$ cat src/rtl/out_xor_signature.sv
// Folds each output channel to DOUT_WIDTH bits, XOR-reduces the channels through a
// registered binary tree, and builds a per-run signature and word count bounded by ap_start/ap_done.
module out_xor_signature #(
    parameter int CH_NUM     = 4,
    parameter int DIN_WIDTH  = 32,
    parameter int DOUT_WIDTH = 4,
    parameter int SIG_WIDTH  = 32,
    parameter int CNT_WIDTH  = 24
) (
    input  logic                           ap_clk,
    input  logic                           ap_rst_n,
    input  logic                           ap_start,
    input  logic                           ap_done,
    input  logic [CH_NUM-1:0]              ch_write,
    input  logic [CH_NUM*DIN_WIDTH-1:0]    ch_din,
    output logic [DOUT_WIDTH-1:0]          data_out,
    output logic                           data_valid,
    output logic [SIG_WIDTH-1:0]           sig_out,
    output logic [CNT_WIDTH-1:0]           word_cnt,
    output logic                           sig_valid,
    output logic                           busy
);
    localparam int LVL    = $clog2(CH_NUM);
    localparam int CHUNKS = DIN_WIDTH / DOUT_WIDTH;
    localparam int NODES  = 2 * CH_NUM - 1;
    localparam int LAT    = LVL + 2;
    localparam int DW     = $clog2(LAT + 1);
    localparam int PCW    = $clog2(CH_NUM + 1);
    localparam int CW1    = CNT_WIDTH + 1;

    typedef enum logic [1:0] {IDLE, RUN, DRAIN, REPORT} state_t;

    state_t               state, state_next;
    logic                 ap_start_q;
    logic                 start_edge;
    logic                 acc_en;
    logic                 clear_run;
    logic                 load_drain;
    logic                 fire;
    logic [DW-1:0]        drain_cnt;
    logic                 out_tag;

    logic [DOUT_WIDTH-1:0] fold [CH_NUM];
    // Heap-ordered tree: node n has children 2n+1 and 2n+2; leaves hold the folded channels.
    logic [DOUT_WIDTH-1:0] node_val [NODES];
    logic                  node_vld [NODES];
    logic                  node_tag [NODES];

    logic [PCW-1:0]        pop;
    logic [CW1-1:0]        cnt_sum;
    logic [CNT_WIDTH-1:0]  cnt_sat;
    logic [SIG_WIDTH-1:0]  sig_next;

    always_comb begin
        for (int i = 0; i < CH_NUM; i++) begin
            fold[i] = '0;
            for (int c = 0; c < CHUNKS; c++) begin
                fold[i] = fold[i] ^ ch_din[i*DIN_WIDTH + c*DOUT_WIDTH +: DOUT_WIDTH];
            end
        end
    end

    always_ff @(posedge ap_clk) begin
        if (!ap_rst_n) begin
            for (int n = 0; n < NODES; n++) begin
                node_val[n] <= '0;
                node_vld[n] <= 1'b0;
                node_tag[n] <= 1'b0;
            end
            data_out   <= '0;
            data_valid <= 1'b0;
            out_tag    <= 1'b0;
        end else begin
            for (int i = 0; i < CH_NUM; i++) begin
                node_val[CH_NUM-1+i] <= fold[i];
                node_vld[CH_NUM-1+i] <= ch_write[i];
                node_tag[CH_NUM-1+i] <= acc_en;
            end
            for (int n = 0; n < CH_NUM - 1; n++) begin
                node_val[n] <= (node_vld[2*n+1] ? node_val[2*n+1] : '0)
                             ^ (node_vld[2*n+2] ? node_val[2*n+2] : '0);
                node_vld[n] <= node_vld[2*n+1] | node_vld[2*n+2];
                node_tag[n] <= (node_vld[2*n+1] & node_tag[2*n+1])
                             | (node_vld[2*n+2] & node_tag[2*n+2]);
            end
            data_out   <= node_val[0];
            data_valid <= node_vld[0];
            out_tag    <= node_tag[0];
        end
    end

    always_comb begin
        pop = '0;
        for (int i = 0; i < CH_NUM; i++) begin
            pop = pop + PCW'(ch_write[i]);
        end
        cnt_sum  = {1'b0, word_cnt} + CW1'(pop);
        cnt_sat  = cnt_sum[CNT_WIDTH] ? '1 : cnt_sum[CNT_WIDTH-1:0];
        sig_next = {sig_out[SIG_WIDTH-2:0], sig_out[SIG_WIDTH-1]} ^ SIG_WIDTH'(data_out);
    end

    assign start_edge = ap_start & ~ap_start_q;
    assign busy       = (state == RUN) | (state == DRAIN);

    always_comb begin
        state_next = state;
        acc_en     = 1'b0;
        clear_run  = 1'b0;
        load_drain = 1'b0;
        fire       = 1'b0;
        case (state)
            IDLE, REPORT: begin
                if (start_edge) begin
                    clear_run  = 1'b1;
                    state_next = RUN;
                end
            end
            RUN: begin
                acc_en = 1'b1;
                if (ap_done) begin
                    load_drain = 1'b1;
                    state_next = DRAIN;
                end
            end
            DRAIN: begin
                // Waits out the pipeline so the last tagged word is folded in before reporting.
                if (drain_cnt == '0) begin
                    fire       = 1'b1;
                    state_next = REPORT;
                end
            end
            default: state_next = IDLE;
        endcase
    end

    always_ff @(posedge ap_clk) begin
        if (!ap_rst_n) begin
            state      <= IDLE;
            ap_start_q <= 1'b0;
            drain_cnt  <= '0;
            sig_out    <= '0;
            word_cnt   <= '0;
            sig_valid  <= 1'b0;
        end else begin
            state      <= state_next;
            ap_start_q <= ap_start;
            sig_valid  <= fire;
            if (load_drain) begin
                drain_cnt <= DW'(LAT);
            end else if (state == DRAIN && drain_cnt != '0) begin
                drain_cnt <= drain_cnt - 1'b1;
            end
            if (clear_run) begin
                sig_out  <= '0;
                word_cnt <= '0;
            end else begin
                if (acc_en) begin
                    word_cnt <= cnt_sat;
                end
                if (data_valid && out_tag) begin
                    sig_out <= sig_next;
                end
            end
        end
    end
endmodule

$ cat config.mk
export PLATFORM = sky130hd
export DESIGN_NAME = out_xor_signature
export DESIGN_NICKNAME = d
export VERILOG_FILES = /design/src/rtl/out_xor_signature.sv
export SDC_FILE = /design/constraint.sdc
export NUM_CORES = 1
export LEC_CHECK = 0
export CAP_MARGIN = 20
export CORE_UTILIZATION = 41
export DETAILED_ROUTE_END_ITERATION = 10
export PLACE_DENSITY = 0.88
export RECOVER_POWER = 50
export SLEW_MARGIN = 20
export SYNTH_ARGS = -nofsm -noshare
export SYNTH_HDL_FRONTEND = slang
export SYNTH_SLANG_ARGS = --single-unit
$ cat constraint.sdc
create_clock -name ap_clk -period 2.4 [get_ports ap_clk]
set_input_delay 0.24 -clock ap_clk [delete_from_list [all_inputs] [get_ports ap_clk]]
set_output_delay 0.24 -clock ap_clk [all_outputs]
set_load 0.03 [all_outputs]
After elaboration in Yosys (flattened, before gate mapping)

Memory sizes are Yosys's and may differ from the RTL's. A register that Yosys moved wholly into a read port is not among the register bits.
Cells that the tools add are included.

Memories kept: 3
Register bits: 63
Bits in read-only memories: 0
Bits of input ports: 136
RAM bits: 42
Output and inout port bits: 63
Bits in latches: 0
Logic and storage cells: 146

Memories:

| name     | depth | bits a word | read ports | clocked after memory_dff | write ports | line | text |
|---|---|---|---|---|---|---|---|
| node_val | 7     | 4           | 7          | 1                        | 7           | 45   | `logic [DOUT_WIDTH-1:0] node_val [NODES];` |
| node_tag | 7     | 1           | 7          | 1                        | 7           | 47   | `logic node_tag [NODES];` |
| node_vld | 7     | 1           | 7          | 1                        | 7           | 46   | `logic node_vld [NODES];` |

Equality and inequality tests: 6
Div/mod/pow operators: 0
Muxes and demuxes: 42
Bitwise gates (word level): 69
Reduce and logical (&&, ||, !) cells: 14
Multiply operators: 0
Shift-type cells: 0
Magnitude comparators: 0
Add/sub/neg operators: 5

Operator list:

| operator                                                               | count |
|---|---|
| 4-bit bitwise XOR                                                      | 31 |
| 4-bit two-way mux                                                      | 13 |
| 32-bit by 4-bit bitwise XOR with 32-bit output                         | 1 |
| 1-bit OR                                                               | 28 |
| 24-bit by 3-bit adder with 25-bit output                               | 1 |
| 24-bit two-way mux                                                     | 1 |
| 1-bit two-way mux                                                      | 22 |
| 1-bit AND                                                              | 7 |
| 2-bit two-way mux                                                      | 3 |
| 3-bit two-way mux                                                      | 2 |
| 2-bit one-hot mux with 3 select lines                                  | 1 |
| 2-bit OR reduction                                                     | 3 |
| 2-bit equality test (second input constant)                            | 2 |
| 2-bit inequality test (second input constant)                          | 2 |
| 2-bit by 1-bit adder with 3-bit output                                 | 1 |
| 3-bit by 1-bit adder with 3-bit output                                 | 1 |
| 1-bit logical NOT                                                      | 3 |
| 3-bit logical NOT                                                      | 1 |
| 3-bit AND reduction                                                    | 1 |
| 3-bit nonzero test                                                     | 1 |
| 3-bit by 1-bit subtractor with 3-bit output (second input constant)    | 1 |
| 1-bit by 1-bit adder with 2-bit output                                 | 1 |
| 2-bit by 1-bit equality test with 1-bit output (second input constant) | 1 |
| 1-bit logical AND                                                      | 2 |
| other kinds (5)                                                        | 6 |

Depth between registers and ports, before layout

Gate-level depths: netlist of the first run.

Depth in word-level cells: 8
Mapped depth: 10
Mapped depth without buffers: 9

Worst setup path after synthesis of the first run

Ideal clock, no wire load.

Path kind: in2reg
Start: in ch_write[0]
End: reg word_cnt[12]
Arrival: 2416 ps
Stages: 9
Data required time: 2326 ps
Path buffers: 0
Setup time: 74 ps
Slack: -91 ps
Path through: fa_1 -> inv_1 -> fa_1 -> inv_1 -> fa_1 -> and4_1 -> nand3_1 -> or3_2 -> a31oi_1

Cells in the longest elaborated chain, start to end: 5

RTL lines:

| element                                  | line | text |
|---|---|---|
| start: declaration                       | 14   | `input logic [CH_NUM-1:0] ch_write,` |
| 1-bit by 1-bit adder with 2-bit output   | 95   | `pop = pop + PCW'(ch_write[i]);` |
| 2-bit by 1-bit adder with 3-bit output   | 95   |  |
| 3-bit by 1-bit adder with 3-bit output   | 95   |  |
| 24-bit by 3-bit adder with 25-bit output | 97   | `cnt_sum = {1'b0, word_cnt} + CW1'(pop);` |
| 24-bit two-way mux                       | 98   | `cnt_sat = cnt_sum[CNT_WIDTH] ? '1 : cnt_sum[CNT_WIDTH-1:0];` |
| end signal: assignment                   | 158  | `word_cnt <= cnt_sat;` |
| end: declaration                         | 19   | `output logic [CNT_WIDTH-1:0] word_cnt,` |

No other way between the ends.
A chain may end at the register's enable or synchronous reset.

Worst setup path in the final report of the first run

Start: in ch_write[0]
End: reg word_cnt[22]

The elaborated chain is that of the path after synthesis.

==> flow_summary.rst, run 1 <==
.. list-table::
   :header-rows: 1

   * - Metric
     - Value
   * - Run status
     - complete, no violations
   * - Die width
     - approximately 120 um
   * - CTS HTree Levels
     - 3
   * - Critical path endpoint category
     - flip-flop
   * - DIE HEIGHT
     - 117 um
   * - Critical path peak fanout
     - 6
   * - Hold violation total from the final report
     - 0
   * - Max_slew headroom
     - 21.4%
   * - Sw Share
     - 26.7%
   * - Number of synthesis warnings
     - 0
   * - Highest ir drop seen on vdd
     - 0.320 mV
   * - Initial core utilization
     - 42.6%
   * - Antenna fix cells
     - 0
   * - Clock root buffer
     - sky130_fd_sc_hd__clkbuf_16
   * - Instance area at placement
     - 7530 um2
   * - Final clock skew
     - about 4.4 ps
   * - Total congestion overflow
     - 0
   * - Initial drt markers
     - 178
   * - Total power
     - 4.74 mW
   * - Post-Synthesis Net Count
     - 755
   * - Count of fill cells added during filler insertion
     - 1095
   * - CTS clk-pin slew, worst paths
     - approximately 70 ps
   * - Number of flops mapped to enable cells by yosys
     - 0
   * - Achievable clock frequency
     - roughly 0.43 GHz
   * - Hold-fix buffers, CTS
     - 0
   * - Fin area
     - between 7000 and 8000 um2
   * - RePlAce Congestion
     - 0.802
   * - Post-layout instance count excluding filler cells
     - roughly 970
   * - Internal
     - 3.47 mW
   * - Cell count after synthesis
     - 610
   * - Area added between synthesis and finish
     - 43.7%
   * - Maximum capacitance violations
     - 0
   * - Class of the most critical setup path
     - in -> reg
   * - Average cell area after synthesis
     - 8.96 um2
   * - PD cells
     - about 600 nW/um2
   * - Switching power of the nets
     - between 1 and 1.5 mW
   * - Unrepaired setup endpoints after global routing
     - no
   * - # placed instances
     - 949
   * - Slew Viols, Final
     - 0
   * - Seq/Total Area, Yosys
     - 40.7%
   * - Number of buffers created by CTS
     - 9
   * - First-pass GRT wire length
     - 19600 um
   * - Hold Path Class
     - in -> reg
   * - Crit path launch type
     - input pin
   * - Leakage power summed over all cells
     - roughly 2.7 nW
   * - Standard cell core area
     - 12800 um2
   * - Detail Route Antenna Nets
     - 0
   * - Total Nets Final
     - 936
   * - Die area
     - 13800 um2
   * - Drt wl/cell
     - ~13 um
   * - Drt via density
     - around 4.7
   * - Dominant register cell in the synthesized netlist
     - sky130_fd_sc_hd__dfxtp_1
   * - Fraction of final layout cells with drive strength greater than 1
     - 6.91%
   * - Tot GR Track Use
     - between 10% and 20%
   * - Antenna violations before repair
     - 0
   * - Synth async-reset ratio
     - 0%
   * - Combinational cell fraction of total power
     - 25.1%
   * - Row count
     - 41
   * - Final-report setup violation count
     - 0
   * - Share of power burned in the clock network
     - approximately a third
   * - Maximum count of clock buffers along a single path
     - 2
   * - Remaining routing DRC violations
     - 0
   * - Number of synthesized register bits
     - 111
   * - Final Routed Wirelength
     - 12100 um
   * - Arr. time, crit path
     - 2560 ps
   * - Overall via count from detail_route
     - 4588
   * - Number of iterations in the first detailed-routing pass
     - 4
   * - Commonest non-fill, non-tap cells in the layout
     - sky130_fd_sc_hd__clkdlybuf4s50_1 (171), sky130_fd_sc_hd__dfxtp_1 (111), sky130_fd_sc_hd__xnor2_1 (101)
   * - Flop pwr share
     - 43.5%
   * - Port Buffer Count
     - 198
   * - Number of global-route vias before repair
     - 4362
   * - Mapped cell area
     - approximately 5500 um2
   * - Top-level I/O count
     - 199
   * - Post-layout min period
     - about 2300 ps
   * - Endpoint required time on the critical path
     - roughly 2700 ps
   * - Pin count of the biggest net entering global routing
     - 53
   * - Post-route fraction of the period consumed by the critical path
     - a little over nine tenths
   * - Slew @ Worst Pin
     - 1180 ps
   * - Sum of net half-perimeters after detailed placement
     - 9340 um
   * - Clock tree from TritonCTS
     - done
   * - Clock insertion delay at the later pin of the skew report
     - 340 ps
   * - Most frequent standard cell in the layout excluding fill and tap cells
     - sky130_fd_sc_hd__clkdlybuf4s50_1
   * - Clock sinks
     - 111
   * - Count of different cell masters after synthesis
     - 45
[metal layers]
layer	vias to the layer above	track usage [%]	wire length [um]
met5	-	0	0
li1	2347	-	-
met2	149	32.6	6350
met3	15	3.21	529
met4	0	6.09	173
met1	2077	19.5	5060
[critical path, stage by stage]
cell	delay, ps
sky130_fd_sc_hd__clkdlybuf4s15_1	190
sky130_fd_sc_hd__fa_1	500
sky130_fd_sc_hd__inv_2	40
sky130_fd_sc_hd__fa_2	360
sky130_fd_sc_hd__inv_2	70
sky130_fd_sc_hd__fa_2	210
sky130_fd_sc_hd__and4_4	270
sky130_fd_sc_hd__and4bb_2	320
sky130_fd_sc_hd__a41oi_2	120
sky130_fd_sc_hd__a311oi_1	240
[Yosys cell counts, types with 3 or more instances]
master / n / share of area [%]
sky130_fd_sc_hd__or4_1: 5 / 0.69
sky130_fd_sc_hd__and4_1: 5 / 0.80
sky130_fd_sc_hd__nand2_1: 93 / 6.4
sky130_fd_sc_hd__dfxtp_1: 111 / 41
sky130_fd_sc_hd__or3_1: 3 / 0.34
sky130_fd_sc_hd__xnor2_1: 101 / 16
sky130_fd_sc_hd__nor3_1: 6 / 0.55
sky130_fd_sc_hd__a211oi_1: 8 / 1.1
sky130_fd_sc_hd__xor2_1: 33 / 5.3
sky130_fd_sc_hd__nor2b_1: 5 / 0.57
sky130_fd_sc_hd__fa_1: 3 / 1.1
sky130_fd_sc_hd__or3_2: 3 / 0.41
sky130_fd_sc_hd__nand4_1: 5 / 0.57
sky130_fd_sc_hd__a21oi_1: 37 / 3.4
sky130_fd_sc_hd__a22oi_1: 3 / 0.41
sky130_fd_sc_hd__a31oi_1: 10 / 1.1
sky130_fd_sc_hd__buf_4: 28 / 3.8
sky130_fd_sc_hd__nand3b_1: 3 / 0.41
sky130_fd_sc_hd__inv_1: 16 / 1.1
sky130_fd_sc_hd__o21ai_0: 8 / 0.73
sky130_fd_sc_hd__ha_1: 6 / 1.4
sky130_fd_sc_hd__nor2_1: 12 / 0.82
sky130_fd_sc_hd__a311oi_1: 3 / 0.48
sky130_fd_sc_hd__o21a_1: 4 / 0.55
sky130_fd_sc_hd__nand3_1: 9 / 0.82
sky130_fd_sc_hd__and2_1: 46 / 5.3
sky130_fd_sc_hd__clkbuf_1: 19 / 1.3
[power by group through the flow]
stage | sequential [mW] | clock, mW | combinational [mW]
after floorplan | 2.12 | 0 | 0.698
after global placement | 2.10 | 0 | 1.17
after detailed placement | 2.10 | 0 | 1.19
after CTS | 2.06 | 1.52 | 1.20
after global routing | 2.08 | 1.61 | 1.30
final | 2.06 | 1.48 | 1.19
[per-stage QoR]
stage | hold WS, ps | setup WS (ps) | TNS, ps | util, %
CTS | 311 | 83.8 | 0 | 61.3
detailed placement | 419 | -541 | -9720 | 58.8
floorplan | 362 | 14.3 | 0 | -
global route | 189 | 14.5 | 0 | 61.2
finish | 190 | 92.6 | 0 | 61.2
global placement | 415 | -519 | -9000 | 58.8
[area by class of cell]
class / instances / area (um2) / area share, %
tap: 172 / 215 / 2.74
clock buffer: 11 / 243 / 3.09
inverter: 16 / 60.1 / 0.765
sequential: 111 / 2220 / 28.3
clock inverter: 5 / 57.6 / 0.733
multi-input combinational: 434 / 2930 / 37.3
timing repair buffer: 219 / 2120 / 27.0
[kinds of logic (layout without fill, tap and decap cells)]
group,count (synthesis),count (layout),share of synthesized area [%]
XOR/XNOR,134,134,21.5
AO/OA/AOI/OAI,87,87,10.0
buffers and inverters,65,251,6.41
AND/OR/NAND/NOR,204,204,18.9
flip-flops,111,111,40.7
adder cells (fa/ha/maj),9,9,2.47
[path summary, 6_finish.rpt]
kind | start | cells after the start | end | slack, ps
max | ch_write[0] | 10 | word_cnt[22]$_SDFFE_PP0P_ | 90
min | ch_write[1] | 2 | node_vld[4]$_DFF_P_ | 190
max reg2reg | state[0]$_SDFFE_PN0P_ | 6 | word_cnt[18]$_SDFFE_PP0P_ | 260
min reg2reg | node_val[0][2]$_SDFF_PN0_ | 1 | data_out[2]$_SDFF_PN0_ | 430
[timing repair]
item / CTS / global route
setup buffers: 1 / 2
endpoints found under the setup margin: 18 / 3
pin swaps: 4 / 7
resized for setup: 7 / 8
[state kept, by name, summed over array words and instances (netlist names)]
name and count:
ap_start_q 1, data_out 4, data_valid 1, drain_cnt 3, node_tag 7, node_val 28
node_vld 7, out_tag 1, sig_out 32, sig_valid 1, state 2, word_cnt 24
Note: power is estimated with default switching activity, not from simulation.
==> inputs of run 2 (changes only) <==
--- a/config.mk
+++ b/config.mk
@@ -8,7 +8,7 @@
 export CAP_MARGIN = 20
 export CORE_UTILIZATION = 41
 export DETAILED_ROUTE_END_ITERATION = 10
-export PLACE_DENSITY = 0.88
+export PLACE_DENSITY = 0.77
 export RECOVER_POWER = 50
 export SLEW_MARGIN = 20
 export SYNTH_ARGS = -nofsm -noshare
==> run 2 against run 1 <==
Against the previous run: combinational power barely moved; die area unchanged; core utilization rose by 0.11 points; critical path depth unchanged; total power shrank 0.89%; first-iteration DRC count increased by 96%; setup slack worse by 21 ps; sequential share of layout area barely moved; final cell count rose by 0.10%; non-clock buffer count is 1 higher; sequential cell count is the same; routed wire length decreased by 1.2%; critical path type unchanged; largest power group unchanged.
==> flow_summary.rst, run 2 (synthesized netlist as in run 1, its figures left out) <==
.. list-table::
   :header-rows: 1

   * - Metric
     - Value
   * - Total Nets Final
     - 937
   * - # placed instances
     - 948
   * - Met3 WL
     - between 700 and 800 um
   * - Antenna fix cells
     - 0
   * - Tot GR Track Use
     - 17.5%
   * - Most frequent standard cell in the layout excluding fill and tap cells
     - sky130_fd_sc_hd__clkdlybuf4s50_1
   * - Post-layout instance count excluding filler cells
     - 969
   * - DIE HEIGHT
     - roughly 120 um
   * - CTS HTree Levels
     - 3
   * - Count of fill cells added during filler insertion
     - 1094
   * - Number of global-route vias before repair
     - approximately 4.5k
   * - Timing endpoint of the critical path
     - word_cnt[14]$_SDFFE_PP0P_
   * - Maximum count of clock buffers along a single path
     - 2
   * - Post-route fraction of the period consumed by the critical path
     - 97.0%
   * - Initial drt markers
     - 348
   * - WHS
     - 186 ps
   * - WP depth
     - 10
   * - Register-to-Register Path Depth
     - 4
   * - PD cells
     - 597 nW/um2
   * - Slew @ Worst Pin
     - 963 ps
   * - RePlAce Congestion
     - around 0.81
   * - Drt via density
     - 4.80
   * - Hold Path Class
     - in -> reg
   * - Fraction of final layout cells with drive strength greater than 1
     - about 6.9%
   * - Reg-to-reg startpoint
     - word_cnt[9]$_SDFFE_PP0P_
   * - Clock sinks
     - 111
   * - Drt wl/cell
     - roughly 12 um
   * - Detail Route Antenna Nets
     - 0
   * - Sum of net half-perimeters after detailed placement
     - between 9000 and 10000 um
   * - Port Buffer Count
     - 198
   * - Clock root buffer
     - sky130_fd_sc_hd__clkbuf_16
   * - Critical path peak fanout
     - 5
   * - Post-layout min period
     - 2330 ps
   * - Leakage power summed over all cells
     - 2.81 nW
   * - Hold-fix buffers, CTS
     - 0
   * - Crit path launch type
     - input pin
   * - Commonest non-fill, non-tap cells in the layout
     - sky130_fd_sc_hd__clkdlybuf4s50_1 (156), sky130_fd_sc_hd__dfxtp_1 (111), sky130_fd_sc_hd__xnor2_1 (101)
   * - Footprint of the multi-input gates
     - 2940 um2
   * - DRT met1 WL
     - 4740 um
   * - Maximum capacitance violations
     - 0
   * - Remaining routing DRC violations
     - 0
   * - Number of iterations in the first detailed-routing pass
     - 4
   * - Metal2 WL
     - 6390 um
   * - Antenna violations before repair
     - 0
   * - Instance area at placement
     - between 7000 and 8000 um2
   * - Fin area
     - 7860 um2
   * - Area added between synthesis and finish
     - 44.0%
   * - Largest regs
     - sig_out: 32 flops, node_val: 28 flops, word_cnt: 24 flops
   * - Top-level I/O count
     - 199
   * - Total power
     - 4.69 mW
   * - Class of the most critical setup path
     - in -> reg
   * - Final clock skew
     - 7.72 ps
   * - Total congestion overflow
     - 0
   * - Worst R2R Setup Slack
     - 270 ps
   * - Cell family contributing the most delay on the critical path
     - adder cells
   * - Endpoint required time on the critical path
     - approximately 2600 ps
   * - Clock insertion delay at the later pin of the skew report
     - 340 ps
   * - Number of buffers created by CTS
     - 9
   * - DR top layer
     - met4
   * - Area used by sequential logic in the layout
     - 2220 um2
   * - Slew Viols, Final
     - 0
   * - Run status
     - complete, no violations
   * - Die width
     - 117 um
   * - Clock tree from TritonCTS
     - done
   * - Combined buffer and inverter count along the critical path
     - 3
   * - Critical-path top delay cell
     - sky130_fd_sc_hd__fa_1
   * - Register with the most flip-flops
     - sig_out
   * - Cell-by-cell listing of the critical path
     - clkdlybuf4s15_1 -> fa_1 -> inv_1 -> fa_2 -> inv_2 -> fa_2 -> and4_4 -> nand2_1 -> a2111oi_2 -> nor3_1
   * - Number of flip-flops under the largest register name
     - 32
   * - CTS clk-pin slew, worst paths
     - 70 ps
   * - Achievable clock frequency
     - 0.429 GHz
   * - Die area
     - 13800 um2
   * - CP peak stage delay
     - 480 ps
   * - Launch point of the critical path
     - ch_write[3]
   * - Critical path endpoint category
     - flip-flop
   * - Standard cell core area
     - between 10000 and 15000 um2
   * - Arr. time, crit path
     - 2530 ps
   * - Highest ir drop seen on vdd
     - 0.336 mV
   * - Final Routed Wirelength
     - 12000 um
   * - Pin count of the biggest net entering global routing
     - between 50 and 60
   * - Final-report setup violation count
     - 0
   * - Final TNS setup
     - 0 ps
   * - First-pass GRT wire length
     - 19900 um
   * - Row count
     - just over 40
   * - Overall via count from detail_route
     - 4649
   * - Hold violation total from the final report
     - 0
   * - Max_slew headroom
     - a little over a third
   * - Initial core utilization
     - 42.6%
   * - Crit path top cell by count
     - sky130_fd_sc_hd__fa_2
   * - Reg2reg end
     - word_cnt[17]$_SDFFE_PP0P_
==> run 2: metal layers <==
metal / vias to the layer above / global-route usage, %
met5: - / 0
met4: 0 / 7.14
met3: 10 / 2.97
met2: 176 / 32.6
met1: 2107 / 19.6
li1: 2356 / -
==> run 2: per-stage QoR <==
stage | utilization, % | setup WS, ps
CTS | 61.0 | 71.2
detailed placement | 58.6 | -619
finish | 61.3 | 71.2
global placement | 58.6 | -518
global route | 61.3 | -51.8
floorplan | - | 14.3
==> run 2: timing repair <==
action                     in CTS  in global routing
resized for setup               7                 10
pin swaps                       4                  6
setup buffers                   2                  3
setup endpoints to repair      20                  8
==> run 2: cell type report <==
class | instances | share of cell area (%)
sequential | 111 | 28.3
clock buffer | 12 | 3.13
clock inverter | 4 | 0.573
tap | 172 | 2.74
multi-input combinational | 434 | 37.4
inverter | 16 | 0.764
timing repair buffer | 220 | 27.1
==> run 2: worst min path at each step <==
| stage | from | to | slack, ps | cells after the start |
|---|---|---|---|---|
| finish | ch_write[1] | node_vld[4]$_DFF_P_ | 190 | 2 |
| global route | ch_write[1] | node_vld[4]$_DFF_P_ | 190 | 2 |
| CTS | ch_write[3] | node_vld[6]$_DFF_P_ | 290 | 2 |
| detailed placement | node_val[0][0]$_SDFF_PN0_ | data_out[0]$_SDFF_PN0_ | 420 | 1 |
| global placement | node_val[0][0]$_SDFF_PN0_ | data_out[0]$_SDFF_PN0_ | 420 | 1 |
| floorplan | ch_write[2] | node_vld[5]$_DFF_P_ | 360 | 1 |
==> run 2: power by group <==
part | internal (mW) | switching (mW)
Clock | 0.833 | 0.614
Combinational | 0.645 | 0.539
Sequential | 1.99 | 0.0724
Total | 3.47 | 1.23
==> inputs of run 3 (changes only) <==
--- a/config.mk
+++ b/config.mk
@@ -8,7 +8,7 @@
 export CAP_MARGIN = 20
 export CORE_UTILIZATION = 41
 export DETAILED_ROUTE_END_ITERATION = 10
-export PLACE_DENSITY = 0.77
+export PLACE_DENSITY = 0.86
 export RECOVER_POWER = 50
 export SLEW_MARGIN = 20
 export SYNTH_ARGS = -nofsm -noshare
==> run 3 against run 2 <==
Against the previous run: sequential share of layout area fell by 0.10 points; worst hold slack got worse by 12 ps; global-route usage fell by 0.079 points; sequential power is essentially flat; maximum frequency grew 1.1%; final cell count is 0.10% lower; clock skew shrank 3.0 ps; clock-buffer cell count increased by 1; core utilization increased by 0.22 points; via count is 2.0% lower; highest routed layer unchanged.
==> flow_summary.rst, run 3 (synthesized netlist as in run 1, its figures left out) <==
.. list-table::
   :header-rows: 1

   * - Metric
     - Value
   * - Run status
     - complete, no violations
   * - Standard cell core area
     - ~13000 um2
   * - CTS HTree Levels
     - 3
   * - Die area
     - 13800 um2
   * - PD cells
     - 614 nW/um2
   * - Commonest non-fill, non-tap cells in the layout
     - sky130_fd_sc_hd__clkdlybuf4s50_1 (157), sky130_fd_sc_hd__dfxtp_1 (111), sky130_fd_sc_hd__xnor2_1 (101)
   * - Cell-by-cell listing of the critical path
     - clkbuf_2 -> fa_1 -> inv_1 -> fa_2 -> inv_2 -> fa_2 -> and4_4 -> buf_6 -> nand3_4 -> or3_2 -> a31oi_1
   * - Final-report setup violation count
     - 0
   * - Final clock skew
     - 4.76 ps
   * - Combined buffer and inverter count along the critical path
     - 4
   * - Slew Viols, Final
     - 0
   * - Area added between synthesis and finish
     - 44.5%
   * - Fraction of final layout cells with drive strength greater than 1
     - 6.91%
   * - Detail Route Antenna Nets
     - 0
   * - Maximum count of clock buffers along a single path
     - 2
   * - Clock insertion delay at the later pin of the skew report
     - around 340 ps
   * - Launch point of the critical path
     - ch_write[3]
   * - Maximum capacitance violations
     - 0
   * - Source of the worst hold timing path
     - ch_write[0]
   * - Post-place setup slack
     - -637 ps
   * - Number of global-route vias before repair
     - approximately 4.3k
   * - Critical path peak fanout
     - 5
   * - Setup slack of the critical path after layout
     - 95.7 ps
   * - Antenna violations before repair
     - 0
   * - Top-level I/O count
     - 199
   * - Switching power of the nets
     - 1.23 mW
   * - Unrepaired setup endpoints after global routing
     - no
   * - Initial core utilization
     - 42.6%
   * - DIE HEIGHT
     - 117 um
   * - Final Routed Wirelength
     - 11700 um
   * - Register with the most flip-flops
     - sig_out
   * - Sum of net half-perimeters after detailed placement
     - 9090 um
   * - Post-layout min period
     - 2300 ps
   * - Internal
     - 3.62 mW
   * - Flop pwr share
     - 42.5%
   * - Port Buffer Count
     - 198
   * - Number of flip-flops under the largest register name
     - 32
   * - First-pass GRT wire length
     - 19700 um
   * - Critical-path top delay cell
     - sky130_fd_sc_hd__fa_1
   * - Crit path launch type
     - input pin
   * - Class of the most critical setup path
     - in -> reg
   * - Overall via count from detail_route
     - 4555
   * - Antenna fix cells
     - 0
   * - Combinational cell fraction of total power
     - 24.4%
   * - Remaining routing DRC violations
     - 0
   * - Critical path endpoint category
     - flip-flop
   * - Endpoint required time on the critical path
     - ~2700 ps
   * - CP peak stage delay
     - 540 ps
   * - Clock root buffer
     - sky130_fd_sc_hd__clkbuf_16
   * - Cell family contributing the most delay on the critical path
     - adder cells
   * - Arr. time, crit path
     - ~2600 ps
   * - Reg-to-reg startpoint
     - word_cnt[0]$_SDFFE_PP0P_
   * - Pin count of the biggest net entering global routing
     - 37
   * - Leakage power summed over all cells
     - 2.83 nW
   * - Post-route fraction of the period consumed by the critical path
     - between 90% and 100%
   * - Total Nets Final
     - 936
   * - Crit path top cell by count
     - sky130_fd_sc_hd__fa_2
   * - Most frequent standard cell in the layout excluding fill and tap cells
     - sky130_fd_sc_hd__clkdlybuf4s50_1
   * - Total congestion overflow
     - 0
   * - Drt wl/cell
     - 12.1 um
   * - Number of buffers created by CTS
     - 9
   * - Hold-fix buffers, CTS
     - 0
   * - CTS clk-pin slew, worst paths
     - 70 ps
   * - Die width
     - 117 um
   * - Hold Path Class
     - in -> reg
   * - Clock tree from TritonCTS
     - done
   * - Row count
     - 41
   * - Drt via density
     - 4.71
   * - Clock sinks
     - roughly 110
   * - Hold violation total from the final report
     - 0
   * - Sw Share
     - roughly a quarter
   * - Share of power burned in the clock network
     - 33.1%
   * - Number of iterations in the first detailed-routing pass
     - 4
   * - Largest regs
     - sig_out: 32 flops, node_val: 28 flops, word_cnt: 24 flops
   * - Max_slew headroom
     - 30.9%
   * - Highest ir drop seen on vdd
     - 0.332 mV
   * - RePlAce Congestion
     - about 0.8
   * - Total power
     - 4.85 mW
   * - Tot GR Track Use
     - 17.5%
   * - Achievable clock frequency
     - between 0.4 and 0.5 GHz
   * - Slew @ Worst Pin
     - 1040 ps
   * - Initial drt markers
     - 252
run 3: cell count changes in the layout (fill, tap and decap cells not counted), moves of 2 or more:
| cell | delta |
|---|---|
| sky130_fd_sc_hd__and2_1 | +5 |
| sky130_fd_sc_hd__clkinv_2 | -2 |
| sky130_fd_sc_hd__and2_0 | -6 |
| sky130_fd_sc_hd__buf_4 | -2 |
run 3: final timing paths:
check / to / slack (ps) / cells after the start
hold / removal: node_vld[3]$_DFF_P_ / 170 / 2
hold reg to reg: out_tag$_SDFF_PN0_ / 430 / 1
setup / recovery: word_cnt[12]$_SDFFE_PP0P_ / 100 / 11
setup reg to reg: word_cnt[12]$_SDFFE_PP0P_ / 250 / 9
run 3: area by class of cell:
cell class | count | area, um2
Multi-Input combinational cell | 434 | 2940
Timing Repair Buffer | 219 | 2130
Inverter | 16 | 60.1
Clock buffer | 13 | 260
Sequential cell | 111 | 2220
Tap cell | 172 | 215
Clock inverter | 3 | 65.1
Fill cell | 1083 | 4930
run 3: power by group through the flow:
stage	Clock [mW]	Combinational, mW	Sequential [mW]
final	1.60	1.19	2.06
after global routing	1.73	1.31	2.08
after CTS	1.64	1.20	2.06
after detailed placement	0	1.19	2.10
after global placement	0	1.16	2.10
after floorplan	0	0.698	2.12
run 3: metrics by stage:
stage                     cells  utilization [%]  instance area (um2)  hold slack (ps)  setup TNS (ps)
after floorplan             610                -                 5480              362               0
after global placement      949             58.8                 7530              413           -9580
after detailed placement    949             58.8                 7530              419          -12380
after CTS                   966             61.4                 7880              294               0
after global routing        968             61.5                 7890              173               0
final                       968             61.5                 7890              173               0
run 3: layer usage:
layer  up-vias  track usage (%)  wire (um)
li1       2352                -          -
met1      2040             21.3       5050
met2       149             30.1       5830
met3        14             3.45        693
met4         0             6.82        176
met5         -                0          0
run 3: repair_timing:
item | 4_1_cts | 5_1_grt
cloned | 0 | 0
gates resized for setup | 8 | 9
buffers inserted | 1 | 2
setup endpoints to repair | 21 | 19
pin swaps | 6 | 6
run 3: worst register-to-register path: cells and delay by family (launching register included):
| kind | cells | cell delay (ps) |
|---|---|---|
| fa+ha+maj | 2 | 580 |
| buf+inv | 3 | 250 |
| compound gates | 1 | 160 |
| simple gates | 3 | 730 |
| flops | 1 | 350 |
